==> config.mk <==
export PLATFORM = sky130hd
export DESIGN_NAME = bit_serial_adder_flat
export DESIGN_NICKNAME = d
export VERILOG_FILES = /design/src/rtl/bit_serial_adder_if.sv /design/src/rtl/bit_serial_adder.sv /design/src/flat_wrapper.sv
export SDC_FILE = /design/constraint.sdc
export NUM_CORES = 1
export LEC_CHECK = 0
export ABC_AREA = 1
export CAP_MARGIN = 10
export CORE_MARGIN = 5
export CORE_UTILIZATION = 39
export DETAILED_ROUTE_END_ITERATION = 7
export HOLD_SLACK_MARGIN = 0.15
export PLACE_DENSITY = 0.64
export SLEW_MARGIN = 20
export SYNTH_ARGS = -nofsm -noshare
export SYNTH_HDL_FRONTEND = slang
export SYNTH_SLANG_ARGS = --single-unit
==> constraint.sdc <==
create_clock -name clk -period 1.5 [get_ports clk]
set_clock_uncertainty 0.15 [all_clocks]
set_input_delay 0.3 -clock clk [delete_from_list [all_inputs] [get_ports clk]]
set_output_delay 0.3 -clock clk [all_outputs]
set_load 0.02 [all_outputs]
==> src/rtl/bit_serial_adder_if.sv <==
// rtl/bit_serial_adder_if.sv - start/done handshake and operand/result bundle for bit_serial_adder
interface bit_serial_adder_if #(
  parameter int WIDTH = 8
);
  logic             start;
  logic [WIDTH-1:0] a;
  logic [WIDTH-1:0] b;
  logic             cin;
  logic             busy;
  logic             done;
  logic [WIDTH-1:0] sum;
  logic             cout;

  // Controller side: issues operands and start, observes progress and result
  modport master (
    output start, a, b, cin,
    input  busy, done, sum, cout
  );

  // Adder side: consumes operands, reports progress and result
  modport slave (
    input  start, a, b, cin,
    output busy, done, sum, cout
  );
endinterface

==> src/rtl/bit_serial_adder.sv <==
// rtl/bit_serial_adder.sv - LSB-first bit-serial adder built on a single fa cell
module fa (
  input  logic a,
  input  logic b,
  input  logic cin,
  output logic sum,
  output logic cout
);
  // One-bit full adder
  always_comb begin
    sum  = a ^ b ^ cin;
    cout = (a & b) | (a & cin) | (b & cin);
  end
endmodule

module bit_serial_adder #(
  parameter  int WIDTH = 8,
  localparam int CNT_W = $clog2(WIDTH + 1)
) (
  input  logic               clk,
  input  logic               rst_n,
  bit_serial_adder_if.slave  bus
);
  localparam logic [1:0] IDLE  = 2'd0;
  localparam logic [1:0] SHIFT = 2'd1;
  localparam logic [1:0] DONE  = 2'd2;

  // Count value on the edge that computes the final (MSB) bit
  localparam logic [CNT_W-1:0] LAST = CNT_W'(WIDTH - 1);

  logic [1:0]       state;
  logic [WIDTH-1:0] a_sh;
  logic [WIDTH-1:0] b_sh;
  logic [WIDTH-1:0] acc_sh;
  logic [WIDTH-1:0] acc_nxt;
  logic             carry;
  logic [CNT_W-1:0] cnt;
  logic             done_q;
  logic [WIDTH-1:0] sum_q;
  logic             cout_q;
  logic             fa_sum;
  logic             fa_cout;

  fa u_fa (
    .a    (a_sh[0]),
    .b    (b_sh[0]),
    .cin  (carry),
    .sum  (fa_sum),
    .cout (fa_cout)
  );

  // New result bit enters at the MSB so after WIDTH shifts bit 0 sits at the LSB
  if (WIDTH == 1) begin : g_acc_one
    assign acc_nxt = fa_sum;
  end else begin : g_acc_many
    assign acc_nxt = {fa_sum, acc_sh[WIDTH-1:1]};
  end

  // Handshake FSM plus serial datapath; sum/cout only move on the completion edge
  always_ff @(posedge clk or negedge rst_n) begin
    if (!rst_n) begin
      state  <= IDLE;
      a_sh   <= '0;
      b_sh   <= '0;
      acc_sh <= '0;
      carry  <= 1'b0;
      cnt    <= '0;
      done_q <= 1'b0;
      sum_q  <= '0;
      cout_q <= 1'b0;
    end else begin
      case (state)
        IDLE: begin
          done_q <= 1'b0;
          if (bus.start) begin
            a_sh  <= bus.a;
            b_sh  <= bus.b;
            carry <= bus.cin;
            cnt   <= '0;
            state <= SHIFT;
          end
        end
        SHIFT: begin
          acc_sh <= acc_nxt;
          carry  <= fa_cout;
          a_sh   <= a_sh >> 1;
          b_sh   <= b_sh >> 1;
          cnt    <= cnt + CNT_W'(1);
          if (cnt == LAST) begin
            sum_q  <= acc_nxt;
            cout_q <= fa_cout;
            done_q <= 1'b1;
            state  <= DONE;
          end
        end
        DONE: begin
          done_q <= 1'b0;
          state  <= IDLE;
        end
        default: begin
          done_q <= 1'b0;
          state  <= IDLE;
        end
      endcase
    end
  end

  assign bus.busy = (state == SHIFT);
  assign bus.done = done_q;
  assign bus.sum  = sum_q;
  assign bus.cout = cout_q;
endmodule

==> src/flat_wrapper.sv <==
// flat-port wrapper written by rule: the top's interface ports become plain ports
module bit_serial_adder_flat 
#(
  parameter  int WIDTH = 8,
  localparam int CNT_W = $clog2(WIDTH + 1)
)
  (clk, rst_n, bus_start, bus_a, bus_b, bus_cin, bus_busy, bus_done, bus_sum, bus_cout);
  bit_serial_adder_if #(.WIDTH(WIDTH)) bus_i ();
  input  logic clk;
  input  logic rst_n;
  input wire logic [$bits(bus_i.start)-1:0] bus_start;
  input wire logic [$bits(bus_i.a)-1:0] bus_a;
  input wire logic [$bits(bus_i.b)-1:0] bus_b;
  input wire logic [$bits(bus_i.cin)-1:0] bus_cin;
  output wire logic [$bits(bus_i.busy)-1:0] bus_busy;
  output wire logic [$bits(bus_i.done)-1:0] bus_done;
  output wire logic [$bits(bus_i.sum)-1:0] bus_sum;
  output wire logic [$bits(bus_i.cout)-1:0] bus_cout;
  assign bus_i.start = bus_start;
  assign bus_i.a = bus_a;
  assign bus_i.b = bus_b;
  assign bus_i.cin = bus_cin;
  assign bus_busy = bus_i.busy;
  assign bus_done = bus_i.done;
  assign bus_sum = bus_i.sum;
  assign bus_cout = bus_i.cout;
  bit_serial_adder #(.WIDTH(WIDTH)) u_core (.clk(clk), .rst_n(rst_n), .bus(bus_i));
endmodule
Yosys cells after proc, flatten, opt, wreduce, memory -nomap -nowiden
Cells that the tools add are included.
W data, S select, Z words.
- output and inout port bits: 11
- register bits: 41
- bitwise gates (word level): 7
- reduce and logical (&&, ||, !) cells: 5
- eq/ne operators: 4
- multiplexer cells: 13
- add/sub/neg operators: 1
- operator list (cell ; number):
    $pmux W8 S2 ; 2
    $mux W8 ; 2
    $pmux W4 S2 ; 1
    $reduce_and A2 Y1 ; 3
    $add A4 B1 Y4 const B ; 1
    $eq A4 B3 Y1 const B ; 1
    $mux W2 ; 2
    $mux W4 ; 1
    $pmux W2 S2 ; 1
    $and A1 B1 Y1 ; 3
    $mux W1 ; 3
    $eq A2 B1 Y1 const B ; 1
    $logic_not A2 Y1 ; 1
    $ne A2 B1 Y1 const B ; 1
    $ne A2 B2 Y1 const B ; 1
    $or A1 B1 Y1 ; 2
    $pmux W1 S2 ; 1
    $reduce_bool A2 Y1 ; 1
    $xor A1 B1 Y1 ; 2

Depth between registers and ports, before layout
Gate-level depths: netlist of run 1.
- depth after elaboration: 4
- mapped depth: 6
- gate-level depth less buffers: 6

Hierarchy
A second synthesis of run 1 with hierarchy kept.
- cell total of the unflattened synthesis: 191
- area total of the unflattened synthesis: 1681.6 µm²
- by module, submodules not included (module ; sequential area each (µm²) ; area each (µm²) ; instances ; cells each):
    bit_serial_adder ; 1001.0 ; 1661.6 ; 1 ; 190
    fa ; 0.0 ; 20.0 ; 1 ; 1

Worst setup path after synthesis of run 1
OpenSTA, ideal clock, no wires.
- kind: register -> register
- from: register u_core.a_sh[0]
- to: register u_core.acc_sh[7]
- buffers on the path: 0
- setup time: 0.126 ns
- data arrival time: 0.989 ns
- cell stages (with the launch flop): 4
- slack: 0.235 ns
- cell sequence: dfrtp_1 -> fa_1 -> nand2_1 -> o21ai_0
- longest elaborated chain between the ends: 2
- RTL lines (item ; RTL line ; RTL):
    start, declared ; bit_serial_adder.sv:32 ; logic [WIDTH-1:0] a_sh;
    start signal, assigned ; bit_serial_adder.sv:76 ; a_sh <= bus.a;
    start signal, assigned ; bit_serial_adder.sv:86 ; a_sh <= a_sh >> 1;
    $xor A1 B1 Y1 (2 in a row) ; bit_serial_adder.sv:11 ; sum = a ^ b ^ cin;
    net u_core.fa_sum ; bit_serial_adder.sv:41 ; logic fa_sum;
    end signal, assigned ; bit_serial_adder.sv:84 ; acc_sh <= acc_nxt;
    end, declared ; bit_serial_adder.sv:34 ; logic [WIDTH-1:0] acc_sh;
The timed path passes the listed nets, and every way through them passes these cells.
A chain may end at the register's enable or synchronous reset.

Final worst setup path of run 1
- from: register u_core.cout_q (netlist: u_core.bus.cout)
- to: output bus_cout
- RTL lines (item ; RTL line ; RTL):
    start, declared ; bit_serial_adder.sv:40 ; logic cout_q;
    start signal, assigned ; bit_serial_adder.sv:91 ; cout_q <= fa_cout;
    end, declared ; flat_wrapper.sv:18 ; output wire logic [$bits(bus_i.cout)-1:0] bus_cout;
No word-level cell between the ends.

==> results of run 1 <==
## final timing paths
path,end,slack [ns],cells past startpoint
worst max-delay path,bus_cout,0.05,1
worst min-delay path,u_core.bus.sum[3],0.32,2
worst max register to register,u_core.bus.sum[7],0.13,6
worst min register to register,u_core.bus.sum[3],0.32,2
max in group asynchronous,u_core.acc_sh[1],0.65,3
min in group asynchronous,u_core.state[1],0.35,3
## registers in the layout, indices dropped and copies added (netlist names)
| register | cells |
|---|---|
| u_core.carry | 1 |
| u_core.b_sh | 8 |
| u_core.a_sh | 8 |
| u_core.cnt | 4 |
| u_core.bus.done | 1 |
| u_core.bus.sum | 8 |
| u_core.bus.cout | 1 |
| u_core.state | 2 |
| u_core.acc_sh | 7 |
## repair_timing
| action | 4_1_cts | 5_1_grt |
|---|---|---|
| buffers inserted | 0 | 5 |
| gates resized for setup | 15 | 3 |
| setup endpoints to repair | 16 | 10 |
| hold buffers | 1 | 0 |
| pin swaps | 0 | 1 |
| hold endpoints to repair | 40 | 0 |
## cell usage in the layout, fill, tap and decap left out
cell type / instances
sky130_fd_sc_hd__ha_1: 1
sky130_fd_sc_hd__nand4_1: 1
sky130_fd_sc_hd__clkinvlp_4: 1
sky130_fd_sc_hd__buf_4: 11
sky130_fd_sc_hd__clkdlybuf4s50_1: 18
sky130_fd_sc_hd__dlygate4sd2_1: 10
sky130_fd_sc_hd__inv_2: 1
sky130_fd_sc_hd__bufinv_16: 1
sky130_fd_sc_hd__nand2_4: 2
sky130_fd_sc_hd__buf_6: 1
sky130_fd_sc_hd__buf_2: 1
sky130_fd_sc_hd__nor2_4: 2
sky130_fd_sc_hd__dfrtp_1: 40
sky130_fd_sc_hd__clkinv_2: 1
sky130_fd_sc_hd__nand3_1: 47
sky130_fd_sc_hd__inv_8: 1
sky130_fd_sc_hd__nand2_2: 2
sky130_fd_sc_hd__o21ai_0: 8
sky130_fd_sc_hd__buf_12: 3
sky130_fd_sc_hd__clkbuf_8: 5
sky130_fd_sc_hd__inv_1: 5
sky130_fd_sc_hd__nand2_1: 66
sky130_fd_sc_hd__dlygate4sd3_1: 1
sky130_fd_sc_hd__o21bai_1: 1
sky130_fd_sc_hd__fa_1: 1
sky130_fd_sc_hd__nor2_1: 3
## where the power goes
part | switching, mW | total, mW | internal [mW]
Sequential | 0.274 | 1.82 | 1.54
Combinational | 1.02 | 1.75 | 0.727
Clock | 0.378 | 0.870 | 0.492
## logic make-up (layout without fill, tap and decap cells)
kind of cell / count (synthesis) / in the layout / synth area share (%)
AO/OA/AOI/OAI: 9 / 9 / 2.70
adder cells (fa/ha/maj): 2 / 2 / 1.85
buffers and inverters: 17 / 60 / 7.24
flip-flops: 40 / 40 / 56.8
AND/OR/NAND/NOR: 123 / 123 / 31.4
## metrics by stage
stage / power [mW] / instance area, µm²
after detailed placement: 3.64 / 2130
after CTS: 4.43 / 2240
after floorplan: 3.06 / 1760
after global routing: 4.80 / 2290
after global placement: 3.59 / 2130
final: 4.44 / 2290
## layout make-up
type / instances / share of cell area (%)
inverters: 7 / 1.48
repair buffers: 45 / 19.1
multi-input cells: 134 / 27.9
clock inverters: 3 / 1.86
well taps: 52 / 2.85
clock buffers: 5 / 3.01
flip-flops and latches: 40 / 43.8
## layer usage
metal	part of all wire, %	wire (µm)	track usage (%)	vias to the layer above
li1	-	-	-	701
met1	47	1620	15.6	648
met4	1.3	46	5.67	0
met5	0	0	0	-
met3	6.4	218	3.28	5
met2	45	1540	20.3	35
==> impl_results.rst, run 1 <==
.. list-table::
   :header-rows: 1

   * - Metric
     - Value
   * - Worst Tran Pin Value
     - 0.308 ns
   * - Layout fillers
     - 428
   * - Utilization after layout
     - 52.5%
   * - Worst path cell trace
     - dlygate4sd2_1
   * - Number of enable-type register cells in the synthesized netlist
     - 0
   * - Crit path time final
     - 1.45 ns
   * - DRC violations left
     - 0
   * - Final Hold Fails
     - 0
   * - Clock tree from TritonCTS
     - built
   * - Count of boundary I/O pins
     - 31
   * - Nets
     - 255
   * - Proportion of netlist area held by the largest area contributor
     - 56.8%
   * - FFs w/ async S/R, synth
     - 100%
   * - Antenna violations before repair
     - 0
   * - Number of optimization iterations in the first detailed-route pass
     - 4
   * - Max Cap Viol
     - 0
   * - Peak supply drop
     - 703 µV
   * - Critical path launch point
     - u_core.bus.cout
   * - Syn_area_per_cell
     - 9.22 µm²
   * - Detailed-route wire length
     - 3.42 mm
   * - Ranking of synthesized cells by instance count
     - sky130_fd_sc_hd__nand2_1, sky130_fd_sc_hd__nand3_1, sky130_fd_sc_hd__dfrtp_1
   * - Sort of element at the end of the critical path
     - output pin
   * - Post-synthesis net count
     - 213
   * - Leakage power total
     - 1.14 nW
   * - Area of combinational cells with multiple inputs
     - 638 µm²
   * - Top delay family on crit path
     - flip-flops
   * - Cells after synthesis
     - 191
   * - Status
     - complete, no violations
   * - Num rows
     - 24
   * - Share of cells above drive strength 1
     - 13.7%
   * - Average routed wire per standard cell
     - 12.0 µm
   * - Initial Utilization
     - 40.5%
   * - Worst Hold Slack
     - 0.317 ns
   * - Number of instances in the placed design
     - 272
   * - Total GRT Usage
     - 12.5%
   * - Clock buffers created by TritonCTS
     - 5
   * - Area overhead of the layout relative to synthesis
     - 29.8%
   * - Number of inserted diodes
     - 0
   * - Total setup violations reported at the end of the flow
     - 0
   * - Path class of the lowest-slack min-delay path
     - flop to flop
   * - Worst Path Buf+Inv
     - 1
   * - Final slew viol count
     - 0
   * - Number of distinct standard cells referenced by the synthesized netlist
     - 17
   * - Worst min-delay path startpoint
     - u_core.bus.sum[3]
   * - Slowest cell on the critical path
     - sky130_fd_sc_hd__dfrtp_1
   * - IO buf count
     - 30
   * - Biggest fanout along the worst timing path
     - 2
   * - Routed via count
     - 1389
   * - Worst endpoint required time
     - 1.05 ns
   * - Clock-pin slew on the worst setup and hold paths
     - 0.08 ns
   * - Maximum number of pins on one net before global-route repair
     - 41
   * - Most area-hungry cell type in the Yosys netlist
     - sky130_fd_sc_hd__dfrtp_1
   * - Cell chosen for the clock root
     - sky130_fd_sc_hd__clkbuf_8
   * - FMAX
     - 688 MHz
   * - Worst-Skew Late Latency
     - 0.29 ns
   * - Unrepaired setup endpoints after global routing
     - no
   * - Dpl ws
     - -0.0828 ns
   * - DIE HEIGHT
     - 77.2 µm
   * - Cell with the most instances after synthesis
     - sky130_fd_sc_hd__nand2_1
   * - H-tree depth
     - 2
   * - Grt total ovfl
     - 0
   * - Top cells by area, synth
     - sky130_fd_sc_hd__dfrtp_1, sky130_fd_sc_hd__nand2_1, sky130_fd_sc_hd__nand3_1
   * - FF+latch area
     - 1000 µm²
   * - Synthesis Warnings
     - 0
   * - Top FF cell, synth
     - sky130_fd_sc_hd__dfrtp_1
   * - Critical R2R Launch
     - u_core.cnt[1]
   * - Final standard cell count with taps included and fillers excluded
     - 286
   * - Sequential element share of the synthesized area
     - 56.8%
   * - Pwr Density
     - 1940 nW/µm²
   * - Area of the die
     - 5960 µm²
   * - Iter 0 DRT Violations
     - 111
   * - Clock buffer depth
     - 2
   * - Arrival time at the worst endpoint
     - 1.00 ns
   * - Total number of clock tree sinks
     - 40
   * - FF+latch count, synth
     - 40
   * - Least setup slack across all paths after layout
     - 0.0472 ns
   * - Horizontal die dimension
     - 77.2 µm
   * - HPWL Detailed
     - 2.16 mm
   * - Syn Std Cell Area
     - 1760 µm²
   * - Period Utilization, post-route
     - 96.9%
   * - Standard cell core area
     - 4350 µm²
   * - Count of antenna-violating nets left after detailed routing
     - 0
   * - Global-route wire length before repair
     - 6.08 mm
   * - Last weighted congestion value of the routability-driven placer
     - 0.736
   * - Type of the worst setup path
     - flop to output pin
   * - Largest stage delay on the critical path
     - 0.39 ns
   * - Vias per inst
     - 4.86
   * - Vias in the first global route
     - 1361
   * - Headroom to the max-slew limit
     - 79.5%
   * - Category of the worst setup path launch point
     - flop
   * - Setup TNS
     - 0 ns
Note: power is estimated with default switching activity, not from simulation.
==> inputs of run 2 (changes only) <==
- CORE_MARGIN: 5 -> 4
- MAX_ROUTING_LAYER: not set -> met4
==> run 2 against run 1 <==
  * Non-clock buffer count decreased by 1
  * Worst hold slack is essentially flat
  * Flip-flop and latch count is the same
  * Utilization shrank 0.057 points
  * Sequential power about the same
  * Combinational power is essentially flat
  * Design area fell by 0.11%
  * Critical path depth unchanged
  * Register-to-register slack lost 0.02 ns
  * Critical path type unchanged
==> impl_results.rst, run 2 (synthesized netlist as in run 1, its figures left out) <==
.. list-table::
   :header-rows: 1

   * - Metric
     - Value
   * - Standard cell core area
     - 4350 µm² (unchanged)
   * - Area overhead of the layout relative to synthesis
     - 29.6%
   * - Clock buffer depth
     - 2 (unchanged)
   * - Status
     - complete, no violations
   * - Total GRT Usage
     - 13.8% (+1.3 points)
   * - Unrepaired setup endpoints after global routing
     - no
   * - Least setup slack across all paths after layout
     - 0.0382 ns (-0.00897 ns)
   * - Vias per inst
     - 4.88 (+0.50%)
   * - Detailed-route wire length
     - 3.37 mm (-1.5%)
   * - Worst-Skew Late Latency
     - 0.30 ns (about the same)
   * - Cell chosen for the clock root
     - sky130_fd_sc_hd__clkbuf_8
   * - Critical R2R Launch
     - u_core.cnt[1]
   * - Sort of element at the end of the critical path
     - output pin
   * - DRC violations left
     - 0 (unchanged)
   * - Worst Tran Pin Value
     - 0.300 ns (-0.00789 ns)
   * - Worst Hold Depth
     - 2 (unchanged)
   * - Clock tree from TritonCTS
     - built
   * - Iter 0 DRT Violations
     - 162 (+46%)
   * - Headroom to the max-slew limit
     - 80.0% (+0.53 points)
   * - Dpl ws
     - -0.0757 ns (+0.00706 ns)
   * - Final slew viol count
     - 0 (unchanged)
   * - Count of antenna-violating nets left after detailed routing
     - 0 (unchanged)
   * - Type of the worst setup path
     - flop to output pin
   * - HPWL Detailed
     - 2.13 mm (-1.3%)
   * - Critical path depth in cells
     - 1 (unchanged)
   * - Internal reg-to-reg setup slack
     - 0.11 ns (-0.02 ns)
   * - Average routed wire per standard cell
     - 11.8 µm (-1.2%)
   * - Commonest cells after routing, fill and taps aside
     - sky130_fd_sc_hd__nand2_1, sky130_fd_sc_hd__nand3_1, sky130_fd_sc_hd__dfrtp_1
   * - Final Hold Fails
     - 0 (unchanged)
   * - Critical path capture point
     - bus_cout
   * - Category of the worst setup path launch point
     - flop
   * - Grt total ovfl
     - 0 (unchanged)
   * - Initial Utilization
     - 40.5% (unchanged)
   * - Routed via count
     - 1391 (+0.14%)
   * - Total setup violations reported at the end of the flow
     - 0 (unchanged)
   * - Critical R2R Capture
     - u_core.bus.sum[7]
   * - Maximum number of pins on one net before global-route repair
     - 41 (unchanged)
   * - Max Cap Viol
     - 0 (unchanged)
   * - Critical path launch point
     - u_core.bus.cout
   * - Worst min-delay path startpoint
     - u_core.bus.sum[3]
   * - Pwr Density
     - 1950 nW/µm² (+0.43%)
   * - Arrival time at the worst endpoint
     - 1.01 ns (about the same)
   * - Num rows
     - 24 (unchanged)
   * - Share of cells above drive strength 1
     - 13.3% (-0.37 points)
   * - Largest stage delay on the critical path
     - 0.39 ns (about the same)
   * - Final Instance Area
     - 2280 µm² (-0.11%)
   * - Worst endpoint required time
     - 1.05 ns (about the same)
   * - IO buf count
     - 30 (unchanged)
   * - Total number of clock tree sinks
     - 40 (unchanged)
   * - Leakage power total
     - 1.14 nW (about the same)
   * - Path class of the lowest-slack min-delay path
     - flop to flop
   * - Worst Path Buf+Inv
     - 1 (unchanged)
   * - Count of boundary I/O pins
     - 31 (unchanged)
   * - Clock buffers created by TritonCTS
     - 5 (unchanged)
   * - Period Utilization, post-route
     - 97.5% (+0.60 points)
   * - Global-route wire length before repair
     - 5.72 mm (-5.9%)
   * - Clock-pin slew on the worst setup and hold paths
     - 0.08 ns (about the same)
   * - Depth of the worst register-to-register path
     - 6 (unchanged)
   * - Top delay family on crit path
     - flip-flops
   * - DIE HEIGHT
     - 75.2 µm (-2.6%)
   * - Utilization after layout
     - 52.4% (-0.057 points)
   * - Worst path cell trace
     - dlygate4sd2_1
   * - Slowest cell on the critical path
     - sky130_fd_sc_hd__dfrtp_1
   * - Crit path time final
     - 1.46 ns (+0.00897 ns)
   * - Horizontal die dimension
     - 75.2 µm (-2.6%)
   * - Layout fillers
     - 412 (-3.7%)
   * - Antenna violations before repair
     - 0 (unchanged)
   * - Area of the die
     - 5660 µm² (-5.1%)
   * - H-tree depth
     - 2 (unchanged)
   * - Number of inserted diodes
     - 0 (unchanged)
   * - Last weighted congestion value of the routability-driven placer
     - 0.739 (+0.43%)
   * - Biggest fanout along the worst timing path
     - 2 (unchanged)
   * - Number of optimization iterations in the first detailed-route pass
     - 4 (unchanged)
   * - Commonest non-fill, non-tap cell in the layout
     - sky130_fd_sc_hd__nand2_1
   * - Vias in the first global route
     - 1294 (-4.9%)
   * - FMAX
     - 684 MHz (-0.61%)
   * - Peak supply drop
     - 917 µV (+30%)
   * - Nets
     - 254 (-0.39%)
   * - Post-place instance area
     - 2130 µm² (unchanged)
[run 2: what timing repair did]
item,CTS,global route
hold buffers,1,0
gates cloned,0,0
hold endpoints to repair,40,0
pin swaps,0,1
setup buffers,0,4
gates resized for setup,15,2
setup endpoints to repair,20,10
[run 2: stage by stage]
| stage | TNS [ns] | hold WS [ns] | cells | total power [mW] |
|---|---|---|---|---|
| CTS | 0 | 0.325 | 281 | 4.45 |
| finish | 0 | 0.317 | 285 | 4.45 |
| global placement | -0.0723 | 0.140 | 272 | 3.59 |
| global route | 0 | 0.350 | 285 | 4.81 |
| floorplan | 0 | -0.146 | 191 | 3.06 |
| detailed placement | -0.119 | 0.137 | 272 | 3.62 |
[run 2: per-layer routing]
metal / wire length, µm / track usage, % / vias to the layer above
li1: - / - / 701
met1: 1600 / 17.8 / 642
met2: 1490 / 20.7 / 41
met3: 216 / 2.80 / 7
met4: 70 / 6.99 / 0
met5: 0 / - / -
[run 2: layout make-up]
| cell class | instances | area, µm² | area share (%) |
|---|---|---|---|
| repair buffers | 44 | 429 | 18.8 |
| inverters | 7 | 33.8 | 1.48 |
| clock buffers | 5 | 68.8 | 3.01 |
| clock inverters | 3 | 47.5 | 2.08 |
| well taps | 52 | 65.1 | 2.85 |
| flip-flops and latches | 40 | 1000 | 43.8 |
| multi-input cells | 134 | 638 | 27.9 |
[run 2: worst min path at each step]
stage | slack, ns | endpoint
after floorplan | -0.15 | u_core.a_sh[0]
after global placement | 0.14 | u_core.state[1]
after detailed placement | 0.14 | u_core.state[0]
after CTS | 0.32 | u_core.bus.sum[3]
after global routing | 0.35 | u_core.bus.sum[6]
final | 0.32 | u_core.bus.sum[3]
[run 2: power breakdown]
| part | leakage (nW) | total, mW | switching, mW | internal, mW |
|---|---|---|---|---|
| clock network | 0.0583 | 0.903 | 0.402 | 0.501 |
| registers | 0.509 | 1.82 | 0.274 | 1.54 |
| logic | 0.570 | 1.73 | 1.01 | 0.719 |
| total | 1.14 | 4.45 | 1.69 | 2.76 |
